===== src/rtl/iir_tb_pkg.sv =====
// Shared types for the IIR filter stimulus source: FSM states and coefficient select codes.
package iir_tb_pkg;

  localparam int DW_DEFAULT = 14;

  typedef enum logic [2:0] {
    ST_IDLE  = 3'd0,
    ST_FETCH = 3'd1,
    ST_SEND  = 3'd2,
    ST_GAP   = 3'd3,
    ST_TAIL  = 3'd4,
    ST_DONE  = 3'd5
  } state_t;

  // Coefficient order on the filter: B0..B3 feed-forward, then A1, A2 feedback.
  localparam logic [2:0] SEL_H0 = 3'd0;
  localparam logic [2:0] SEL_H1 = 3'd1;
  localparam logic [2:0] SEL_H2 = 3'd2;
  localparam logic [2:0] SEL_H3 = 3'd3;
  localparam logic [2:0] SEL_H4 = 3'd4;
  localparam logic [2:0] SEL_H5 = 3'd5;

endpackage


===== src/rtl/iir_stim_source_if.sv =====
// Load port, playback control and filter-facing sample/coefficient buses of the stimulus source.
interface iir_stim_source_if #(
  parameter int DW    = 14,
  parameter int AW    = 8,
  parameter int GAP_W = 4
);
  logic                 wr_en;
  logic [AW-1:0]        wr_addr;
  logic signed [DW-1:0] wr_data;
  logic                 coef_we;
  logic [2:0]           coef_sel;
  logic signed [DW-1:0] coef_data;
  logic                 start;
  logic [AW:0]          len;
  logic [GAP_W-1:0]     gap;
  logic signed [DW-1:0] dout;
  logic                 vout;
  logic signed [DW-1:0] h0, h1, h2, h3, h4, h5;
  logic                 busy;
  logic                 end_sim;

  modport master (
    input  wr_en, wr_addr, wr_data, coef_we, coef_sel, coef_data, start, len, gap,
    output dout, vout, h0, h1, h2, h3, h4, h5, busy, end_sim
  );

  modport slave (
    output wr_en, wr_addr, wr_data, coef_we, coef_sel, coef_data, start, len, gap,
    input  dout, vout, h0, h1, h2, h3, h4, h5, busy, end_sim
  );
endinterface


===== src/rtl/iir_stim_ram.sv =====
// Sample buffer: one write port, one registered read port, contents never reset.
module iir_stim_ram #(
  parameter int DW = 14,
  parameter int AW = 8
) (
  input  logic                 clk,
  input  logic                 wr_en,
  input  logic [AW-1:0]        wr_addr,
  input  logic signed [DW-1:0] wr_data,
  input  logic                 rd_en,
  input  logic [AW-1:0]        rd_addr,
  output logic signed [DW-1:0] rd_data
);
  localparam int DEPTH = 1 << AW;

  logic signed [DW-1:0] mem [DEPTH];

  // Read data holds between reads so the playback FSM controls exactly when it moves.
  always_ff @(posedge clk) begin
    if (wr_en) mem[wr_addr] <= wr_data;
    if (rd_en) rd_data <= mem[rd_addr];
  end
endmodule


===== src/rtl/iir_stim_source.sv =====
// Plays preloaded samples into the IIR filter with a programmable gap, drives its
// coefficient registers, and raises end_sim once the filter has had TAIL cycles to drain.
module iir_stim_source
  import iir_tb_pkg::*;
#(
  parameter int DW    = DW_DEFAULT,
  parameter int AW    = 8,
  parameter int GAP_W = 4,
  parameter int TAIL  = 16
) (
  input logic               clk,
  input logic               rst,
  iir_stim_source_if.master bus
);
  localparam int             PW      = AW + 1;
  localparam int             DEPTH   = 1 << AW;
  localparam logic [PW-1:0]  LEN_MAX = PW'(DEPTH);
  localparam int             TAIL_W  = (TAIL < 2) ? 1 : $clog2(TAIL);

  state_t               state;
  logic [PW-1:0]        rd_ptr;
  logic [PW-1:0]        len_q;
  logic [GAP_W-1:0]     gap_q;
  logic [GAP_W-1:0]     gap_cnt;
  logic [TAIL_W-1:0]    tail_cnt;
  logic                 vout_q;
  logic                 busy_q;
  logic                 end_sim_q;
  logic signed [DW-1:0] dout_hold;
  logic signed [DW-1:0] h_q [6];
  logic signed [DW-1:0] rd_data;
  logic                 rd_en;
  logic                 last;
  logic                 start_ok;

  // rd_ptr counts reads issued, so in SEND it already points past the sample on the bus.
  always_comb begin
    last     = (rd_ptr == len_q);
    start_ok = ((state == ST_IDLE) || (state == ST_DONE)) && bus.start && (bus.len != '0);
    rd_en    = 1'b0;
    case (state)
      ST_FETCH: rd_en = 1'b1;
      ST_SEND:  rd_en = !last && (gap_q == '0);
      ST_GAP:   rd_en = (gap_cnt == '0);
      default:  rd_en = 1'b0;
    endcase
  end

  iir_stim_ram #(
    .DW(DW),
    .AW(AW)
  ) u_ram (
    .clk     (clk),
    .wr_en   (bus.wr_en && !busy_q),
    .wr_addr (bus.wr_addr),
    .wr_data (bus.wr_data),
    .rd_en   (rd_en),
    .rd_addr (rd_ptr[AW-1:0]),
    .rd_data (rd_data)
  );

  always_ff @(posedge clk) begin
    if (rst) begin
      state     <= ST_IDLE;
      rd_ptr    <= '0;
      len_q     <= '0;
      gap_q     <= '0;
      gap_cnt   <= '0;
      tail_cnt  <= '0;
      vout_q    <= 1'b0;
      busy_q    <= 1'b0;
      end_sim_q <= 1'b0;
      dout_hold <= '0;
      for (int i = 0; i < 6; i++) h_q[i] <= '0;
    end else begin
      if (rd_en) rd_ptr <= rd_ptr + 1'b1;
      if (vout_q) dout_hold <= rd_data;
      if (bus.coef_we && !busy_q && (bus.coef_sel <= SEL_H5)) begin
        for (int i = 0; i < 6; i++)
          if (bus.coef_sel == 3'(i)) h_q[i] <= bus.coef_data;
      end

      case (state)
        ST_IDLE, ST_DONE: begin
          if (start_ok) begin
            state     <= ST_FETCH;
            len_q     <= (bus.len > LEN_MAX) ? LEN_MAX : bus.len;
            gap_q     <= bus.gap;
            rd_ptr    <= '0;
            busy_q    <= 1'b1;
            end_sim_q <= 1'b0;
          end
        end
        ST_FETCH: begin
          state  <= ST_SEND;
          vout_q <= 1'b1;
        end
        ST_SEND: begin
          if (last) begin
            vout_q <= 1'b0;
            if (TAIL == 0) begin
              state     <= ST_DONE;
              busy_q    <= 1'b0;
              end_sim_q <= 1'b1;
            end else begin
              state    <= ST_TAIL;
              tail_cnt <= TAIL_W'(TAIL - 1);
            end
          end else if (gap_q == '0) begin
            vout_q <= 1'b1;
          end else begin
            state   <= ST_GAP;
            vout_q  <= 1'b0;
            gap_cnt <= gap_q - 1'b1;
          end
        end
        ST_GAP: begin
          if (gap_cnt == '0) begin
            state  <= ST_SEND;
            vout_q <= 1'b1;
          end else begin
            gap_cnt <= gap_cnt - 1'b1;
          end
        end
        ST_TAIL: begin
          if (tail_cnt == '0) begin
            state     <= ST_DONE;
            busy_q    <= 1'b0;
            end_sim_q <= 1'b1;
          end else begin
            tail_cnt <= tail_cnt - 1'b1;
          end
        end
        default: state <= ST_IDLE;
      endcase
    end
  end

  // Read data arrives in the SEND cycle itself; elsewhere the last sent sample is held.
  assign bus.dout    = vout_q ? rd_data : dout_hold;
  assign bus.vout    = vout_q;
  assign bus.busy    = busy_q;
  assign bus.end_sim = end_sim_q;
  assign bus.h0      = h_q[0];
  assign bus.h1      = h_q[1];
  assign bus.h2      = h_q[2];
  assign bus.h3      = h_q[3];
  assign bus.h4      = h_q[4];
  assign bus.h5      = h_q[5];
endmodule

===== src/flat_wrapper.sv =====
// flat-port wrapper written by rule: the top's interface ports become plain ports
module iir_stim_source_flat import iir_tb_pkg::*;
#(
  parameter int DW    = DW_DEFAULT,
  parameter int AW    = 8,
  parameter int GAP_W = 4,
  parameter int TAIL  = 16
)
  (clk, rst, bus_wr_en, bus_wr_addr, bus_wr_data, bus_coef_we, bus_coef_sel, bus_coef_data, bus_start, bus_len, bus_gap, bus_dout, bus_vout, bus_h0, bus_h1, bus_h2, bus_h3, bus_h4, bus_h5, bus_busy, bus_end_sim);
  iir_stim_source_if #(.DW(DW), .AW(AW), .GAP_W(GAP_W)) bus_i ();
  input logic clk;
  input logic rst;
  input wire logic [$bits(bus_i.wr_en)-1:0] bus_wr_en;
  input wire logic [$bits(bus_i.wr_addr)-1:0] bus_wr_addr;
  input wire logic [$bits(bus_i.wr_data)-1:0] bus_wr_data;
  input wire logic [$bits(bus_i.coef_we)-1:0] bus_coef_we;
  input wire logic [$bits(bus_i.coef_sel)-1:0] bus_coef_sel;
  input wire logic [$bits(bus_i.coef_data)-1:0] bus_coef_data;
  input wire logic [$bits(bus_i.start)-1:0] bus_start;
  input wire logic [$bits(bus_i.len)-1:0] bus_len;
  input wire logic [$bits(bus_i.gap)-1:0] bus_gap;
  output wire logic [$bits(bus_i.dout)-1:0] bus_dout;
  output wire logic [$bits(bus_i.vout)-1:0] bus_vout;
  output wire logic [$bits(bus_i.h0)-1:0] bus_h0;
  output wire logic [$bits(bus_i.h1)-1:0] bus_h1;
  output wire logic [$bits(bus_i.h2)-1:0] bus_h2;
  output wire logic [$bits(bus_i.h3)-1:0] bus_h3;
  output wire logic [$bits(bus_i.h4)-1:0] bus_h4;
  output wire logic [$bits(bus_i.h5)-1:0] bus_h5;
  output wire logic [$bits(bus_i.busy)-1:0] bus_busy;
  output wire logic [$bits(bus_i.end_sim)-1:0] bus_end_sim;
  assign bus_i.wr_en = bus_wr_en;
  assign bus_i.wr_addr = bus_wr_addr;
  assign bus_i.wr_data = bus_wr_data;
  assign bus_i.coef_we = bus_coef_we;
  assign bus_i.coef_sel = bus_coef_sel;
  assign bus_i.coef_data = bus_coef_data;
  assign bus_i.start = bus_start;
  assign bus_i.len = bus_len;
  assign bus_i.gap = bus_gap;
  assign bus_dout = bus_i.dout;
  assign bus_vout = bus_i.vout;
  assign bus_h0 = bus_i.h0;
  assign bus_h1 = bus_i.h1;
  assign bus_h2 = bus_i.h2;
  assign bus_h3 = bus_i.h3;
  assign bus_h4 = bus_i.h4;
  assign bus_h5 = bus_i.h5;
  assign bus_busy = bus_i.busy;
  assign bus_end_sim = bus_i.end_sim;
  iir_stim_source #(.DW(DW), .AW(AW), .GAP_W(GAP_W), .TAIL(TAIL)) u_core (.clk(clk), .rst(rst), .bus(bus_i));
endmodule

===== config.mk =====
export PLATFORM = sky130hd
export DESIGN_NAME = iir_stim_source_flat
export DESIGN_NICKNAME = d
export VERILOG_FILES = /design/src/rtl/iir_tb_pkg.sv /design/src/rtl/iir_stim_source_if.sv /design/src/rtl/iir_stim_ram.sv /design/src/rtl/iir_stim_source.sv /design/src/flat_wrapper.sv
export SDC_FILE = /design/constraint.sdc
export NUM_CORES = 2
export LEC_CHECK = 0
export CAP_MARGIN = 25
export CORE_ASPECT_RATIO = 0.8
export CORE_MARGIN = 1
export CORE_UTILIZATION = 47
export DETAILED_ROUTE_END_ITERATION = 10
export GPL_ROUTABILITY_DRIVEN = 1
export SLEW_MARGIN = 30
export SYNTH_ARGS = -nofsm -noshare
export SYNTH_HDL_FRONTEND = slang
export SYNTH_SLANG_ARGS = --single-unit

===== constraint.sdc =====
create_clock -name clk -period 8.71 [get_ports clk]
set_input_delay 2.613 -clock clk [delete_from_list [all_inputs] [get_ports clk]]
set_output_delay 2.613 -clock clk [all_outputs]
set_load 0.005 [all_outputs]

==> impl_results.md <==
- Outcome: finished, final reports clean
- Fmax achieved: 179 MHz
- CTS tree: yes
- Fin crit share: about 64%
- Post-CTS setup buffer count: 0
- PD cells: 263 mW/mm^2
- # nets final: between 7000 and 8000
- Top_reg_cell synth: edfxtp_1
- Met2 Use GR: around 37%
- Total grt overflow: 0
- H-tree levels: 5
- 1st-iter DRT viols: 10500
- Setup WS pre-CTS: 2.35 ns
- Layout cells sized above 1: 25.2%
- Wire length per cell: 35.4 um
- Post-synth EDFFs: 3682
- Post-route setup slack: 3.14 ns
- Max-Cap Viols: 0
- Vias: 72800
- Synth cell count leaders: edfxtp_1 (3682), mux4_2 (859), nor2_1 (334), mux2i_1 (309), clkbuf_1 (170)
- Initial antenna violation count: 36
- CP Launch Type: input pin
- Setup CP Type: in -> reg
- Final Hold Viols: 0
- FFs w/ async S/R, synth: 0%
- Most numerous cell in the Yosys netlist: edfxtp_1
- Dpl hpwl: ~250000 um
- Worst path required time: 9.30 ns
- Detail Route Antenna Nets: 0
- Root buffer cell: clkbuf_16
- GR Util met1: 39.9%
- Synth Net Count: 6714
- Setup TNS: 0 ns
- DRC viols: 0
- Area of the die: 0.309 mm^2
- Worst VDD drop: between 0.2 and 0.25 mV
- Final core utilization: 53.8%
- Sequential fraction of the synthesis area: between 70% and 80%
- Die height: 497 um
- Core box area: 0.304 mm^2
- Synth top area share: 76.7%
- Met3 GRT Util: 6.80%
- Gr busiest metal: met1
- Avg Cell Area, Syn: 21.7 um^2
- I/O pin count: 158
- First-pass GRT wire length: roughly 560000 um
- Yosys cell types: a little under 80
- Pleak: 0.0501 uW
- Synthesis-to-finish area growth: 13.7%
- Endpoint type of the worst setup path: flip-flop
- Slew @ Worst Pin: roughly 1.1 ns
- Hold-fix buffers at CTS: 0
- Vias in the first global route: 70600
- Hold crit path type: reg -> reg
- Final wirelength: slightly above 400000 um
- RSZ-0062 raised after global routing: no
- Pins over their slew limit: 0
- Critical Path AT: 6.17 ns
- Syn. warnings: 0
- GPL Wtd Cong: 0.897
- Post-synth top area cell: edfxtp_1
- Worst-skew pair later-pin latency: 0.90 ns
- Cts bufs inserted: 361
- Crit Path Max Fanout: 16
- CTS clk-pin slew, worst paths: 0.06 ns
- Tot Pwr: 43000 uW
- Die Wd: between 600 and 700 um
- Vias per cell: 6.34
- Pre-antenna DRT Iters: 8
- Clk sinks: around 3700
- Post-Syn Instances: 6654
- Gr usage total: 26.2%
- Mapped cell area: 0.144 mm^2
- Slew headroom: 26.5%
- IO buf count: roughly 160
- Initial Util: 47.3%
- Tmin final: 5.57 ns
- Largest net degree at the start of global routing: ~130
- Final setup violation count: 0
- Clock Path Buffers: 4
- Synth Register Bits: 3732
- Largest cells by area after synthesis: edfxtp_1 (77%), mux4_2 (13%), mux2i_1 (2.1%)
- Final setup skew: between 0.04 and 0.05 ns
- Post_cts resized: 0
- Cell Rows: 181
-- path summary, 6_finish.rpt --
kind | startpoint | end | slack [ns] | depth (start not counted)
worst max-delay path | bus_wr_en | u_core.u_ram.mem[113][1]$_DFFE_PP_ | 3.14 | 7
worst min-delay path | u_core.gap_cnt[3]$_SDFFE_PP0P_ | u_core.gap_cnt[3]$_SDFFE_PP0P_ | 0.47 | 2
worst max register to register | u_core.rd_ptr[0]$_SDFF_PP0_ | u_core.u_ram.rd_data[12]$_DFFE_PP_ | 3.67 | 8
worst min register to register | u_core.gap_cnt[3]$_SDFFE_PP0P_ | u_core.gap_cnt[3]$_SDFFE_PP0P_ | 0.47 | 2
-- cell type report --
type	count	area [um^2]
diodes	13	32.5
clock buffers	435	9520
clock inverters	212	2020
fillers	23100	141000
inverters	16	77.6
multi-input cells	2509	30600
flip-flops and latches	3732	112000
well taps	4026	5040
repair buffers	537	4960
-- where the power goes --
part / switching [uW] / total [uW] / internal [uW]
clock network: 6660 / 15500 / 8860
registers: 201 / 20100 / 19900
logic: 4060 / 7420 / 3360
total: 10900 / 43000 / 32100
-- flip-flops by register name (all words and copies together), names as in the netlist, 3 cells and up --
signal / flops
u_core.tail_cnt: 4
u_core.gap_q: 4
u_core.len_q: 9
u_core.gap_cnt: 4
u_core.u_ram.rd_data: 14
u_core.rd_ptr: 9
u_core.state: 3
u_core.u_ram.mem: 3584
u_core.dout_hold: 14
u_core.h_q: 84
-- cell families (layout without fill, tap and decap cells) --
group / Yosys count / after routing / share of synthesized area (%)
flip-flops: 3732 / 3732 / 77.4
multiplexers: 1202 / 1202 / 15.9
AND/OR/NAND/NOR: 708 / 708 / 2.24
AO/OA/AOI/OAI: 576 / 576 / 2.75
buffers and inverters: 413 / 1200 / 1.49
XOR/XNOR: 19 / 19 / 0.116
adder cells (fa/ha/maj): 4 / 4 / 0.0330
other: 0 / 13 / 0
-- metal layers --
| metal | up-vias | routed length, um |
|---|---|---|
| met4 | 12 | 13400 |
| li1 | 28900 | - |
| met5 | - | 91 |
| met1 | 38900 | 169000 |
| met3 | 634 | 47000 |
| met2 | 4331 | 177000 |
-- through the flow --
step           hold WS (ns)  area, um^2  instances
2_1_floorplan         0.431      144000       6654
3_3_place_gp          0.446      152000      10800
3_5_place_dp          0.459      152000      10800
4_1_cts               0.469      164000      11500
5_1_grt               0.506      164000      11500
6_report              0.470      164000      11500
-- critical path: stages --
cell and delay, ns:
clkdlybuf4s50_1 0.45, nor2b_2 0.63, buf_4 0.36, nand3_2 0.76, buf_4 0.51, nor2_1 0.53, buf_4 0.28
-- cell usage in the layout, fill, tap and decap left out, drive strengths merged, types with 6 or more instances in the layout --
| master | netlist | layout |
|---|---|---|
| edfxtp | 3682 | 3682 |
| a22oi | 57 | 57 |
| diode | 0 | 13 |
| nor2 | 334 | 334 |
| buf | 227 | 392 |
| bufinv | 0 | 36 |
| a31oi | 12 | 12 |
| nand2b | 15 | 15 |
| a21o | 8 | 8 |
| a2111oi | 6 | 6 |
| o22ai | 41 | 41 |
| nand4 | 17 | 17 |
| nor3 | 22 | 22 |
| mux4 | 868 | 868 |
| o2111ai | 8 | 8 |
| a21oi | 138 | 138 |
| o21ai | 85 | 85 |
| dfxtp | 50 | 50 |
| clkinv | 1 | 149 |
| clkdlybuf4s50 | 0 | 142 |
| nand2 | 122 | 122 |
| mux2i | 309 | 309 |
| o221ai | 25 | 25 |
| mux2 | 25 | 25 |
| a221oi | 83 | 83 |
| clkbuf | 170 | 438 |
| clkinvlp | 0 | 18 |
| and2 | 89 | 89 |
| a22o | 7 | 7 |
| xnor2 | 15 | 15 |
| o211ai | 20 | 20 |
| nand3 | 47 | 47 |
| a211oi | 32 | 32 |
| inv | 15 | 25 |
| nor2b | 37 | 37 |
Note: power is estimated with default switching activity, not from simulation.
